<file path="src/rtl/sfifo_param_pkg.sv">
// Shared constants for the parametrised synchronous FIFO.
// Default geometry and read-mode selectors.
package sfifo_param_pkg;

  localparam int SFIFO_WIDTH = 8;
  localparam int SFIFO_DEPTH = 16;
  localparam int SFIFO_AW    = 4;

  localparam int SFIFO_MODE_REG  = 0;
  localparam int SFIFO_MODE_FWFT = 1;

  typedef struct packed {
    logic wr_ok;
    logic rd_ok;
  } accept_t;

endpackage

</file>
<file path="src/rtl/sfifo_param_if.sv">
// Producer/consumer bus of the synchronous FIFO.
// master drives requests, slave is the FIFO.
interface sfifo_param_if
  import sfifo_param_pkg::*;
#(
  parameter int WIDTH = SFIFO_WIDTH,
  parameter int AW    = SFIFO_AW
);

  logic [WIDTH-1:0] data_in;
  logic             write_n;
  logic             read_n;
  logic [WIDTH-1:0] data_out;
  logic             data_valid;
  logic [AW:0]      count;
  logic             full;
  logic             empty;
  logic             half;
  logic             almost_full;
  logic             almost_empty;
  logic             overflow;
  logic             underflow;

  modport master (
    output data_in, write_n, read_n,
    input  data_out, data_valid, count,
    input  full, empty, half,
    input  almost_full, almost_empty,
    input  overflow, underflow
  );

  modport slave (
    input  data_in, write_n, read_n,
    output data_out, data_valid, count,
    output full, empty, half,
    output almost_full, almost_empty,
    output overflow, underflow
  );

endinterface

</file>
<file path="src/rtl/sfifo_mem.sv">
// FIFO storage: one synchronous write port,
// one asynchronous read port, no reset.
module sfifo_mem
  import sfifo_param_pkg::*;
#(
  parameter int WIDTH = SFIFO_WIDTH,
  parameter int DEPTH = SFIFO_DEPTH,
  parameter int AW    = SFIFO_AW
) (
  input  logic             clock,
  input  logic             we,
  input  logic [AW-1:0]    waddr,
  input  logic [WIDTH-1:0] wdata,
  input  logic [AW-1:0]    raddr,
  output logic [WIDTH-1:0] rdata
);

  logic [WIDTH-1:0] mem [DEPTH];

  always_ff @(posedge clock) begin
    if (we) mem[waddr] <= wdata;
  end

  assign rdata = mem[raddr];

endmodule

</file>
<file path="src/rtl/sfifo_param.sv">
// Parametrised single-clock FIFO: pointers, counter,
// flags, error pulses and registered or FWFT read.
module sfifo_param
  import sfifo_param_pkg::*;
#(
  parameter int WIDTH    = SFIFO_WIDTH,
  parameter int DEPTH    = SFIFO_DEPTH,
  parameter int AW       = SFIFO_AW,
  parameter int FWFT     = SFIFO_MODE_REG,
  parameter int AF_LEVEL = 14,
  parameter int AE_LEVEL = 2
) (
  input  logic          clock,
  input  logic          reset_n,
  sfifo_param_if.slave  bus
);

  localparam logic [AW:0] DEPTH_C =
    (AW+1)'(DEPTH);
  localparam logic [AW:0] HALF_C =
    (AW+1)'((DEPTH + 1) / 2);
  localparam logic [AW:0] AF_C =
    (AW+1)'(AF_LEVEL);
  localparam logic [AW:0] AE_C =
    (AW+1)'(AE_LEVEL);
  localparam logic [AW-1:0] LAST_C =
    AW'(DEPTH - 1);

  if (WIDTH < 1 || DEPTH < 2 ||
      (1 << AW) < DEPTH ||
      (FWFT != SFIFO_MODE_REG &&
       FWFT != SFIFO_MODE_FWFT) ||
      AF_LEVEL < 1 || AF_LEVEL > DEPTH ||
      AE_LEVEL < 0 || AE_LEVEL >= DEPTH)
  begin : g_bad_params
    $error("sfifo_param: illegal parameters");
  end

  logic [AW-1:0]    wr_ptr;
  logic [AW-1:0]    rd_ptr;
  logic [AW-1:0]    wr_nxt;
  logic [AW-1:0]    rd_nxt;
  logic [AW:0]      cnt;
  logic [WIDTH-1:0] rdata;
  logic             empty;
  logic             full;
  logic             ovf_q;
  logic             unf_q;
  accept_t          acc;

  assign empty = (cnt == '0);
  assign full  = (cnt == DEPTH_C);

  // Full FIFO still takes a write when a pop frees a slot
  assign acc.rd_ok = ~bus.read_n & ~empty;
  assign acc.wr_ok = ~bus.write_n &
                     (~full | acc.rd_ok);

  assign wr_nxt = (wr_ptr == LAST_C) ?
                  '0 : wr_ptr + 1'b1;
  assign rd_nxt = (rd_ptr == LAST_C) ?
                  '0 : rd_ptr + 1'b1;

  sfifo_mem #(
    .WIDTH (WIDTH),
    .DEPTH (DEPTH),
    .AW    (AW)
  ) u_mem (
    .clock (clock),
    .we    (acc.wr_ok),
    .waddr (wr_ptr),
    .wdata (bus.data_in),
    .raddr (rd_ptr),
    .rdata (rdata)
  );

  always_ff @(posedge clock) begin
    if (!reset_n) begin
      wr_ptr <= '0;
      rd_ptr <= '0;
      cnt    <= '0;
      ovf_q  <= 1'b0;
      unf_q  <= 1'b0;
    end else begin
      if (acc.wr_ok) wr_ptr <= wr_nxt;
      if (acc.rd_ok) rd_ptr <= rd_nxt;
      unique case (1'b1)
        acc.wr_ok & ~acc.rd_ok:
          cnt <= cnt + 1'b1;
        acc.rd_ok & ~acc.wr_ok:
          cnt <= cnt - 1'b1;
        default: ;
      endcase
      ovf_q <= ~bus.write_n & ~acc.wr_ok;
      unf_q <= ~bus.read_n & ~acc.rd_ok;
    end
  end

  assign bus.count        = cnt;
  assign bus.full         = full;
  assign bus.empty        = empty;
  assign bus.half         = (cnt >= HALF_C);
  assign bus.almost_full  = (cnt >= AF_C);
  assign bus.almost_empty = (cnt <= AE_C);
  assign bus.overflow     = ovf_q;
  assign bus.underflow    = unf_q;

  if (FWFT == SFIFO_MODE_FWFT) begin : g_fwft
    assign bus.data_out   = rdata;
    assign bus.data_valid = ~empty;
  end else begin : g_reg
    logic [WIDTH-1:0] out_q;
    logic             vld_q;

    always_ff @(posedge clock) begin
      if (!reset_n) begin
        out_q <= '0;
        vld_q <= 1'b0;
      end else begin
        vld_q <= acc.rd_ok;
        if (acc.rd_ok) out_q <= rdata;
      end
    end

    assign bus.data_out   = out_q;
    assign bus.data_valid = vld_q;
  end

endmodule
</file>
<file path="src/flat_wrapper.sv">
// flat-port wrapper written by rule: the top's interface ports become plain ports
module sfifo_param_flat import sfifo_param_pkg::*;
#(
  parameter int WIDTH    = SFIFO_WIDTH,
  parameter int DEPTH    = SFIFO_DEPTH,
  parameter int AW       = SFIFO_AW,
  parameter int FWFT     = SFIFO_MODE_REG,
  parameter int AF_LEVEL = 14,
  parameter int AE_LEVEL = 2
)
  (clock, reset_n, bus_data_in, bus_write_n, bus_read_n, bus_data_out, bus_data_valid, bus_count, bus_full, bus_empty, bus_half, bus_almost_full, bus_almost_empty, bus_overflow, bus_underflow);
  sfifo_param_if #(.WIDTH(WIDTH), .AW(AW)) bus_i ();
  input  logic clock;
  input  logic reset_n;
  input wire logic [$bits(bus_i.data_in)-1:0] bus_data_in;
  input wire logic [$bits(bus_i.write_n)-1:0] bus_write_n;
  input wire logic [$bits(bus_i.read_n)-1:0] bus_read_n;
  output wire logic [$bits(bus_i.data_out)-1:0] bus_data_out;
  output wire logic [$bits(bus_i.data_valid)-1:0] bus_data_valid;
  output wire logic [$bits(bus_i.count)-1:0] bus_count;
  output wire logic [$bits(bus_i.full)-1:0] bus_full;
  output wire logic [$bits(bus_i.empty)-1:0] bus_empty;
  output wire logic [$bits(bus_i.half)-1:0] bus_half;
  output wire logic [$bits(bus_i.almost_full)-1:0] bus_almost_full;
  output wire logic [$bits(bus_i.almost_empty)-1:0] bus_almost_empty;
  output wire logic [$bits(bus_i.overflow)-1:0] bus_overflow;
  output wire logic [$bits(bus_i.underflow)-1:0] bus_underflow;
  assign bus_i.data_in = bus_data_in;
  assign bus_i.write_n = bus_write_n;
  assign bus_i.read_n = bus_read_n;
  assign bus_data_out = bus_i.data_out;
  assign bus_data_valid = bus_i.data_valid;
  assign bus_count = bus_i.count;
  assign bus_full = bus_i.full;
  assign bus_empty = bus_i.empty;
  assign bus_half = bus_i.half;
  assign bus_almost_full = bus_i.almost_full;
  assign bus_almost_empty = bus_i.almost_empty;
  assign bus_overflow = bus_i.overflow;
  assign bus_underflow = bus_i.underflow;
  sfifo_param #(.WIDTH(WIDTH), .DEPTH(DEPTH), .AW(AW), .FWFT(FWFT), .AF_LEVEL(AF_LEVEL), .AE_LEVEL(AE_LEVEL)) u_core (.clock(clock), .reset_n(reset_n), .bus(bus_i));
endmodule
</file>
<file path="config.mk">
export PLATFORM = sky130hd
export DESIGN_NAME = sfifo_param_flat
export DESIGN_NICKNAME = d
export VERILOG_FILES = /design/src/rtl/sfifo_param_pkg.sv /design/src/rtl/sfifo_param_if.sv /design/src/rtl/sfifo_mem.sv /design/src/rtl/sfifo_param.sv /design/src/flat_wrapper.sv
export SDC_FILE = /design/constraint.sdc
export NUM_CORES = 1
export LEC_CHECK = 0
export ABC_CLOCK_PERIOD_IN_PS = 3800
export BUFFER_PORTS_ARGS = -buffer_cell sky130_fd_sc_hd__buf_4
export CAP_MARGIN = 20
export CORE_MARGIN = 1
export CORE_UTILIZATION = 50
export DETAILED_ROUTE_END_ITERATION = 10
export PLACE_DENSITY = 0.67
export RECOVER_POWER = 100
export SKIP_LAST_GASP = 1
export SLEW_MARGIN = 20
export SYNTH_ARGS = -nofsm -noshare
export SYNTH_HDL_FRONTEND = slang
export SYNTH_SLANG_ARGS = --single-unit
</file>
<file path="constraint.sdc">
create_clock -name clock -period 3.8 [get_ports clock]
set_clock_uncertainty 0.05 [all_clocks]
set_input_delay 0.76 -clock clock [delete_from_list [all_inputs] [get_ports clock]]
set_output_delay 0.76 -clock clock [all_outputs]
set_load 0.05 [all_outputs]
</file>
### Yosys cells after proc, flatten, opt, wreduce, memory -nomap -nowiden

Memories as Yosys holds them, arrays and structs flattened. A register that Yosys moved wholly into a read port is not among the register bits.
Cells that the tools add are included.

* bits in registers: 16
* RAM bits: 128
* input bits: 12
* output and inout port bits: 21
* logic and storage cells: 38
* memories: 1

Memory list
* u_core.u_mem.mem: depth 16, bits a word 8, read ports 1, clocked after memory_dff 1, wr ports 1, line sfifo_mem.sv:18 `logic [WIDTH-1:0] mem [DEPTH];`

* $add $sub $neg: 4
* magnitude comparators: 3
* equality and inequality tests: 3
* multiplexer cells: 5
* bitwise operators: 13
* reduce and logical (&&, ||, !) cells: 3

Operator list (number)
* $ge 5x4->1 const B: 2
* $pmux 5 s2: 1
* $add 4x1->4 const B: 2
* $eq 4x4->1 const B: 2
* $mux 4: 2
* $and 1x1->1: 6
* $not 1->1: 6
* $add 5x1->5 const B: 1
* $eq 5x5->1 const B: 1
* $le 5x2->1 const B: 1
* $logic_not 5->1: 1
* $sub 5x1->5 const B: 1
* $mux 1: 2
* $reduce_bool 2->1: 1
* $logic_not 1->1: 1
* $or 1x1->1: 1

### Longest topological paths before layout

Gate-level depths: netlist of the first run.

* depth in word-level cells: 8
* depth in mapped cells: 9
* gate-level depth less buffers: 8

### Cells and area by module

A second synthesis of the first run with hierarchy kept.

* cells, all modules: 365
* area, all modules: 6169.7 um2

Modules (own cells, without submodules)
* sfifo_mem: times used 1, cells each 221, area an instance 4987.3 um2, sequential area each 3843.7 um2
* sfifo_param: times used 1, cells each 144, area an instance 1182.4 um2, sequential area each 480.5 um2

### Worst setup path after synthesis of the first run

OpenSTA, ideal clock, no wires.

* path kind: register to output
* from: register u_core.cnt[4] (netlist: u_core.bus.count[4])
* to: output bus_almost_empty
* data arrival time: 2.347 ns
* required time: 2.990 ns
* setup slack: 0.643 ns
* cell stages (with the launch flop): 4
* path buffers: 1
* cell sequence: dfxtp_1 > buf_2 > or2_2 > a211oi_1

* cells in the longest elaborated chain, start to end: 1

Ends and longest elaborated chain
* start, declared: line sfifo_param.sv:43 `logic [AW:0] cnt;`
* start signal, assigned: line sfifo_param.sv:89 `cnt <= cnt + 1'b1;`
* start signal, assigned: line sfifo_param.sv:91 `cnt <= cnt - 1'b1;`
* $le 5x2->1: line sfifo_param.sv:104 `assign bus.almost_empty = (cnt <= AE_C);`
* end, declared: line flat_wrapper.sv:25 `output wire logic [$bits(bus_i.almost_empty)-1:0] bus_almost_empty;`

No other way between the ends.

### Worst setup path after layout of the first run

* from: register u_core.cnt[0] (netlist: u_core.bus.count[0])
* to: memory u_core.u_mem.mem[7][3] in the netlist's numbering (enable)

* cells in the longest elaborated chain, start to end: 7
* elaborated cells on any way between the ends: 9
* classes of those cells: 1 x eq/ne; 2 x mux; 5 x bitwise; 1 x reduce/logical

Ends and longest elaborated chain
* $logic_not 5->1: line sfifo_param.sv:51 `assign empty = (cnt == '0);`
* $not 1->1: line sfifo_param.sv:55 `assign acc.rd_ok = ~bus.read_n & ~empty;`
* $and 1x1->1: line sfifo_param.sv:55
* $or 1x1->1 *: line sfifo_param.sv:57 `(~full | acc.rd_ok);`
* $and 1x1->1 *: line sfifo_param.sv:56 `assign acc.wr_ok = ~bus.write_n &`
* $mux 1 *: line sfifo_mem.sv:21 `if (we) mem[waddr] <= wdata;`
* $mux 1 (not written as such) *: line sfifo_mem.sv:21
* end, declared: line sfifo_mem.sv:18

Every way passes the cells marked *; elsewhere a longest branch is shown, timed or not.

==> results.sh, run 1 <==
export IMPL_ys_flop_type="edfxtp_1"
export IMPL_worst_setup_path_end_kind="flip-flop"
export IMPL_h_tree_depth=4
export IMPL_synthTopCellsByCount="edfxtp_1 (128), mux2i_1 (38), dfxtp_1 (24)"
export IMPL_cts_buffers=17
export IMPL_fmax_ghz=0.314
export IMPL_ir_drop_mv=0.293
export IMPL_async_flop_share=0
export IMPL_grt_max_degree=53
export IMPL_worstSkewPairLatency_ns=0.42
export IMPL_cts_resized=0
export IMPL_clkSlewWorstSetupHoldPaths_ns=0.06
export IMPL_design_area_um2=6990
export IMPL_vias_per_cell=5.94
export IMPL_cts_buffer_depth=2
export IMPL_timing_final_crit_share=0.838
export IMPL_setup_viol=0
export IMPL_maxSlewViolCount=0
export IMPL_track_usage=0.211
export IMPL_start_util=0.513
export IMPL_ys_top_cells_by_area="edfxtp_1 (62%), dfxtp_1 (7.8%), mux2i_1 (6.2%)"
export IMPL_wl_met2_mm=5.64
export IMPL_post_route_min_period_ns=3.18
export IMPL_ys_ff_latch=152
export IMPL_die_x_um=113
export IMPL_cts_tree="built"
export IMPL_instances_no_fill=580
export IMPL_synth_top_area_share=0.624
export IMPL_worstPathArrival_ns=3.17
export IMPL_path_max_fanout=9
export IMPL_max_cap_violations=0
export IMPL_min_path_type="flip-flop to flip-flop"
export IMPL_grt_overflow=0
export IMPL_syn_inst=387
export IMPL_highest_layer="met4"
export IMPL_grt_pass1_vias=3342
export IMPL_clockRootBuffer="clkbuf_16"
export IMPL_synth_edf_count=128
export IMPL_synth_fp_nets=408
export IMPL_worst_pin_slew_ns=1.40
export IMPL_rows=40
export IMPL_yosys_area_top_type="edfxtp_1"
export IMPL_drt_initial_drc_count=308
export IMPL_p_leak_nw=2.23
export IMPL_gp_congestion=0.801
export IMPL_hold_buffers=0
export IMPL_dr_total_vias=3445
export IMPL_io_pins=33
export IMPL_remaining_drc_errors=0
export IMPL_dr_pass1_iters=4
export IMPL_placed_cells=548
export IMPL_seq_area_frac_synth=0.702
export IMPL_finalHoldViolCount=0
export IMPL_p_per_area_nw_per_um2=696
export IMPL_rsz0062_at_grt="no"
export IMPL_io_buffers=32
export IMPL_dr_wl_met3_um=691
export IMPL_syn_cell_area_um2=6160
export IMPL_max_slew_margin=0.0580
export IMPL_yosysUniqueCellTypes=45
export IMPL_yosysWarnings=0
export IMPL_critPathKind="flip-flop to flip-flop"
export IMPL_wl_mm=12.4
export IMPL_met1_length_mm=5.85
export IMPL_drive_gt1_frac=0.139
export IMPL_status="completed"
export IMPL_num_nets_final=441
export IMPL_core_area_um2=12000
export IMPL_die_area_um2=12800
export IMPL_antennaDiodeCount=0
export IMPL_syn2layout_area_growth_pct=13.5
export IMPL_dieHeight_um=113
export IMPL_syn_area_per_cell_um2=15.9
export IMPL_antenna_found_initial=0
export IMPL_critPathLaunchType="flip-flop"
export IMPL_grt_pass1_wl_mm=19.1
export IMPL_setup_tns_final_ns=0
export IMPL_ant_nets=0
export IMPL_hpwl_mm=7.89
export IMPL_clock_sinks=152
export IMPL_wl_per_cell_um=21.4
export IMPL_synth_most_common_cell="edfxtp_1"
export IMPL_dpl_instance_area_um2=6540
export IMPL_hold_ws_ns=0.501
export IMPL_cp_data_required_time_ns=3.79
export IMPL_cts_setup_buffers=0
[metrics by stage]
step | power, mW | setup WS, ns | util
6_report | 4.87 | 0.617 | 0.582
5_1_grt | 5.04 | 0.411 | 0.582
4_1_cts | 5.01 | 0.915 | 0.595
3_5_place_dp | 3.31 | 0.933 | 0.544
3_3_place_gp | 3.29 | 1.02 | 0.544
2_1_floorplan | 2.98 | 0.643 | -
[where the power goes]
| part | internal (mW) | switching, mW |
|---|---|---|
| registers | 1.91 | 0.0916 |
| clock network | 1.05 | 0.659 |
| logic | 0.324 | 0.827 |
[critical path, stage by stage, from the launching register on]
cell and delay, ns:
dfxtp_1 0.39, or4_1 0.72, o311ai_0 1.15, nor2_1 0.50
[cell usage in the layout (no fill, tap or decap), types with 13 or more instances in the layout]
master and instances:
clkbuf_16 17, dfxtp_1 23, edfxtp_1 128, nor2_1 21, nand2_1 18, o22ai_1 16
nor3_1 13, mux4_2 16, mux2i_1 38, clkbuf_1 33, a21oi_1 14
[area by class of cell]
class	count	area, um2
Multi-Input combinational cell	203	1660
Sequential cell	152	4330
Tap cell	147	184
Inverter	7	26.3
Fill cell	924	5020
Clock buffer	18	439
Clock inverter	14	174
Timing Repair Buffer	39	181
[worst paths after layout]
path | slack (ns) | start | to | cells after the start
worst min-delay path | 0.50 | u_core.bus.count[3] | u_core.bus.count[3] | 2
worst max register to register | 0.62 | u_core.bus.count[0] | u_core.u_mem.mem[7][3] | 3
worst min register to register | 0.50 | u_core.bus.count[3] | u_core.bus.count[3] | 2
worst max-delay path | 0.62 | u_core.bus.count[0] | u_core.u_mem.mem[7][3] | 3
[registers in the layout, indices dropped and copies added, names as in the netlist]
| register | cells |
|---|---|
| u_core.bus.count | 5 |
| u_core.bus.data_out | 8 |
| u_core.bus.data_valid | 1 |
| u_core.bus.overflow | 1 |
| u_core.bus.underflow | 1 |
| u_core.rd_ptr | 4 |
| u_core.u_mem.mem | 128 |
| u_core.wr_ptr | 4 |
[cell families (layout without fill, tap and decap cells)]
family                   Yosys count  count (layout)  synth area share
AND/OR/NAND/NOR                   73              73            0.0575
multiplexers                      54              54             0.120
adder cells (fa/ha/maj)            9               9            0.0195
buffers and inverters             32              78            0.0231
flip-flops                       152             152             0.702
XOR/XNOR                           3               3           0.00426
AO/OA/AOI/OAI                     64              64            0.0739
[routing by layer]
| layer | track usage | vias to the layer above |
|---|---|---|
| li1 | - | 1582 |
| met1 | 0.305 | 1734 |
| met2 | 0.311 | 111 |
| met3 | 0.0509 | 18 |
| met4 | 0.0825 | 0 |
| met5 | 0 | - |
Power figures use the tool's default switching activity.
==> run 2: changes to the inputs <==
ABC_CLOCK_PERIOD_IN_PS = 2980   (was 3800)
clock period = 2.98 ns   (was 3.8 ns; I/O delays follow)
==> run 2 against run 1 <==
Sequential cell count is the same. Final area grew 0.77%. Sequential power grew 26%. Hold slack lost 0.14 ns. Clock-buffer cell count grew 3. Non-clock buffer count grew 4. Utilization grew 0.45 points. Register-to-register slack lost 0.33 ns.
==> results.sh, run 2 (synthesis results as in run 1) <==
export IMPL_status="completed"
export IMPL_die_x_um=113
export IMPL_cp_cell_sequence="or4_1, clkbuf_1, nor2_1, clkbuf_2"
export IMPL_ant_nets=0
export IMPL_maxSlewViolCount=0
export IMPL_placed_cells=552
export IMPL_cts_tree="built"
export IMPL_multiInputGateArea_um2=1670
export IMPL_top_register="u_core.u_mem.mem"
export IMPL_max_slew_margin=0.373
export IMPL_clock_sinks=152
export IMPL_seq_area_um2=4330
export IMPL_io_buffers=32
export IMPL_cpPeakStageDelay_ns=0.52
export IMPL_post_route_min_period_ns=2.70
export IMPL_dr_total_vias=3437
export IMPL_hold_buffers=0
export IMPL_num_nets_final=445
export IMPL_ir_drop_mv=0.389
export IMPL_dr_pass1_iters=4
export IMPL_crit_buf_inv=2
export IMPL_grt_overflow=0
export IMPL_hpwl_mm=7.78
export IMPL_worstPathArrival_ns=2.05
export IMPL_rsz0062_at_grt="no"
export IMPL_cts_resized=0
export IMPL_min_path_type="primary input to flip-flop"
export IMPL_worst_setup_path_end_kind="primary output"
export IMPL_cts_buffer_depth=2
export IMPL_h_tree_depth=4
export IMPL_worst_pin_slew_ns=0.934
export IMPL_clkSlewWorstSetupHoldPaths_ns=0.06
export IMPL_timing_final_crit_share=0.906
export IMPL_worstSkewPairLatency_ns=0.42
export IMPL_track_usage=0.209
export IMPL_clockRootBuffer="clkbuf_16"
export IMPL_instances_no_fill=584
export IMPL_wl_mm=12.3
export IMPL_dieHeight_um=113
export IMPL_p_per_area_nw_per_um2=896
export IMPL_vias_per_cell=5.89
export IMPL_start_util=0.513
export IMPL_grt_max_degree=36
export IMPL_setup_viol=0
export IMPL_fmax_ghz=0.370
export IMPL_hold_ws_ns=0.361
export IMPL_io_pins=33
export IMPL_grt_pass1_wl_mm=19.1
export IMPL_critPathLaunchType="flip-flop"
export IMPL_die_area_um2=12800
export IMPL_crit_family="simple AND/OR/NAND/NOR gates"
export IMPL_max_cap_violations=0
export IMPL_cts_buffers=17
export IMPL_final_common_cell="edfxtp_1"
export IMPL_cp_data_required_time_ns=2.33
export IMPL_mostFrequentLayoutCells="edfxtp_1 (128), mux2i_1 (38), clkbuf_1 (35)"
export IMPL_core_area_um2=12000
export IMPL_path_max_fanout=8
export IMPL_grt_pass1_vias=3418
export IMPL_fillers=931
export IMPL_wl_per_cell_um=21.1
export IMPL_power_mw=6.31
export IMPL_fin_util=0.587
export IMPL_finalHoldViolCount=0
export IMPL_drt_initial_drc_count=384
export IMPL_cts_setup_buffers=0
export IMPL_largest_register_ffs=128
export IMPL_critPathKind="flip-flop to primary output"
export IMPL_antennaDiodeCount=0
export IMPL_cp_slowest_cell="or4_1"
export IMPL_p_leak_nw=2.26
export IMPL_setup_tns_final_ns=0
export IMPL_antenna_found_initial=0
export IMPL_gp_congestion=0.852
export IMPL_syn2layout_area_growth_pct=14.4
export IMPL_drive_gt1_frac=0.144
export IMPL_rows=40
export IMPL_remaining_drc_errors=0
run 2: final timing paths:
check / from / slack, ns / cells past startpoint / to
worst min register to register: u_core.bus.count[3] / 0.50 / 2 / u_core.bus.count[3]
worst min-delay path: bus_read_n / 0.36 / 2 / u_core.bus.underflow
worst max-delay path: u_core.bus.count[2] / 0.28 / 4 / bus_full
worst max register to register: u_core.bus.count[2] / 0.29 / 8 / u_core.bus.count[4]
run 2: metal layers:
layer,global-route usage,up-vias,share of wire
met5,0,-,0
met1,0.289,1717,0.45
met3,0.0423,23,0.060
li1,-,1595,-
met2,0.314,102,0.46
met4,0.113,0,0.029
run 2: final cells by class:
cell class	instances	share of cell area
Clock inverter	11	0.0245
Inverter	7	0.00373
Timing Repair Buffer	43	0.0293
Sequential cell	152	0.614
Tap cell	147	0.0261
Clock buffer	21	0.0653
Multi-Input combinational cell	203	0.237
run 2: worst register-to-register path, delay by kind of cell, from the launching register on:
| kind | cells | cell delay [ns] |
|---|---|---|
| AOI/OAI and AO/OA | 5 | 1.06 |
| and+or+nand+nor | 1 | 0.52 |
| adders and majority gates | 1 | 0.42 |
| DFF | 1 | 0.37 |
| buffers and inverters | 1 | 0.14 |
run 2: metrics by stage:
step / setup slack [ns] / instance area [um2]
floorplan: 0.0323 / 6170
global placement: 0.355 / 6570
detailed placement: 0.327 / 6570
CTS: 0.304 / 7210
global route: 0.161 / 7050
finish: 0.281 / 7050
run 2: power by group:
group	leakage, nW	switching [mW]	internal (mW)
logic	0.603	1.09	0.437
clock network	0.308	0.809	1.45
registers	1.35	0.0905	2.44
total	2.26	1.99	4.33
==> run 3: changes to the inputs <==
ABC_CLOCK_PERIOD_IN_PS = 2500   (was 2980)
clock period = 2.5 ns   (was 2.98 ns; I/O delays follow)
==> run 3 against run 2 <==
Power rose by 19%. Via count rose by 2.3%. Critical path type is now flip-flop to flip-flop. First-iteration DRC count fell by 47%. Combinational power rose by 32%. Clock power rose by 12%. Final area rose by 1.7%. Sequential power rose by 19%. Non-clock buffer count rose by 22.
==> results.sh, run 3 (synthesis results as in run 1) <==
export IMPL_hpwl_mm=8.35
export IMPL_worst_setup_path_end_kind="flip-flop"
export IMPL_dpl_instance_area_um2=6750
export IMPL_switching_share=0.324
export IMPL_status="completed"
export IMPL_critPathLaunchType="flip-flop"
export IMPL_grt_overflow=0
export IMPL_grt_pass1_vias=3674
export IMPL_hp_start="bus_read_n"
export IMPL_post_route_min_period_ns=2.43
export IMPL_dr_total_vias=3515
export IMPL_io_buffers=32
export IMPL_die_x_um=113
export IMPL_top_register="u_core.u_mem.mem"
export IMPL_clkSlewWorstSetupHoldPaths_ns=0.06
export IMPL_num_nets_final=467
export IMPL_p_int_mw=5.09
export IMPL_hold_depth=2
export IMPL_clockRootBuffer="clkbuf_16"
export IMPL_gp_congestion=0.880
export IMPL_p_per_area_nw_per_um2=1050
export IMPL_track_usage=0.222
export IMPL_wl_mm=12.9
export IMPL_critPathKind="flip-flop to flip-flop"
export IMPL_start_util=0.513
export IMPL_fmax_ghz=0.411
export IMPL_worst_pin_slew_ns=0.990
export IMPL_power_mw=7.52
export IMPL_io_pins=33
export IMPL_max_slew_margin=0.336
export IMPL_cts_buffers=17
export IMPL_clock_sinks=152
export IMPL_finalHoldViolCount=0
export IMPL_mostFrequentLayoutCells="edfxtp_1 (128), mux2i_1 (38), clkbuf_1 (31)"
export IMPL_dr_pass1_iters=4
export IMPL_rows=40
export IMPL_timing_final_crit_share=0.973
export IMPL_path_max_fanout=4
export IMPL_combinationalPowerShare=0.266
export IMPL_ir_drop_mv=0.561
export IMPL_grt_pass1_wl_mm=20.1
export IMPL_hold_buffers=0
export IMPL_hold_ws_ns=0.253
export IMPL_dieHeight_um=113
export IMPL_worstHoldEndpoint="u_core.bus.underflow"
export IMPL_drt_initial_drc_count=202
export IMPL_remaining_drc_errors=0
export IMPL_design_area_um2=7170
export IMPL_setup_viol=0
export IMPL_antennaDiodeCount=0
export IMPL_p_leak_nw=2.35
export IMPL_cpPeakStageDelay_ns=0.54
export IMPL_min_path_type="primary input to flip-flop"
export IMPL_die_area_um2=12800
export IMPL_p_sw_mw=2.44
export IMPL_vias_per_cell=5.80
export IMPL_rr_worst_depth=8
export IMPL_ff2ff_setup_slack_ns=0.07
export IMPL_syn2layout_area_growth_pct=16.3
export IMPL_largest_register_ffs=128
export IMPL_h_tree_depth=4
export IMPL_clkPwrFrac=0.334
export IMPL_worstSkewPairLatency_ns=0.42
export IMPL_maxSlewViolCount=0
export IMPL_wl_per_cell_um=21.3
export IMPL_seqPwrFrac=0.400
export IMPL_grt_max_degree=53
export IMPL_cp_slowest_cell="or4_4"
export IMPL_worstReg2RegEnd="u_core.bus.count[4]"
export IMPL_core_area_um2=12000
export IMPL_cts_buffer_depth=2
export IMPL_max_cap_violations=0
export IMPL_antenna_found_initial=0
export IMPL_fin_util=0.597
export IMPL_worstPathArrival_ns=2.67
export IMPL_drive_gt1_frac=0.207
export IMPL_cp_data_required_time_ns=2.73
export IMPL_final_common_cell="edfxtp_1"
export IMPL_r2r_start="u_core.bus.count[0]"
export IMPL_cp_cell_sequence="or4_4, o211ai_2, inv_2, fa_2, a21o_1, a211o_1, o221ai_2, a41oi_2"
export IMPL_cts_tree="built"
export IMPL_ant_nets=0
-- run 3: cell count changes in the layout (fill, tap and decap cells not counted), sizes merged --
cell | before | now
clkinvlp | 1 | 3
clkinv | 5 | 7
clkbuf | 56 | 66
buf | 8 | 17
bufinv | 4 | 3
-- run 3: power by group through the flow --
| stage | registers, mW | logic [mW] | clock network (mW) |
|---|---|---|---|
| after floorplan | 3.43 | 1.12 | 0 |
| after global placement | 3.05 | 2.12 | 0 |
| after detailed placement | 3.06 | 2.16 | 0 |
| after CTS | 3.01 | 2.18 | 2.56 |
| after global routing | 3.02 | 2.15 | 2.65 |
| final | 3.01 | 2.00 | 2.52 |
-- run 3: critical path: cells and delay by family (launching register included) --
kind            cells  cell delay (ns)
simple gates        1             0.54
fa+ha+maj           1             0.38
compound gates      5             0.93
buf+inv             1             0.09
flops               1             0.31
-- run 3: timing repair --
item,CTS,global route
setup endpoints to repair,1,1
cloned,0,0
hold endpoints to repair,0,0
resized for setup,3,1
buffers inserted,1,2
pin swaps,1,6
-- run 3: through the flow --
| stage | cells | setup slack, ns | TNS (ns) |
|---|---|---|---|
| 3_5_place_dp | 571 | -0.0804 | -0.0804 |
| 5_1_grt | 606 | -0.0237 | -0.0237 |
| 2_1_floorplan | 387 | -0.298 | -0.298 |
| 3_3_place_gp | 571 | 0.0135 | 0 |
| 6_report | 606 | 0.0670 | 0 |
| 4_1_cts | 604 | 0.0227 | 0 |
-- run 3: worst max path at each step --
stage	startpoint	end	slack, ns	cells past startpoint
4_1_cts	u_core.bus.count[0]	u_core.bus.count[4]	0.02	8
3_5_place_dp	u_core.bus.count[0]	u_core.bus.count[4]	-0.08	8
5_1_grt	u_core.bus.count[0]	u_core.bus.count[4]	-0.02	8
2_1_floorplan	u_core.bus.count[0]	u_core.bus.count[4]	-0.30	9
6_report	u_core.bus.count[0]	u_core.bus.count[4]	0.07	8
3_3_place_gp	u_core.bus.count[0]	u_core.bus.count[4]	0.01	8
-- run 3: per-layer routing --
metal | GRT usage | vias to the layer above | part of all wire
li1 | - | 1636 | -
met1 | 0.295 | 1743 | 0.43
met2 | 0.338 | 119 | 0.47
met3 | 0.0573 | 17 | 0.074
met4 | 0.120 | 0 | 0.024
met5 | 0 | - | 0
-- run 3: layout make-up --
type	count	area [um2]
Clock buffer	18	429
Clock inverter	14	156
Fill cell	964	4850
Inverter	7	26.3
Multi-Input combinational cell	203	1690
Sequential cell	152	4330
Tap cell	147	184
Timing Repair Buffer	65	355
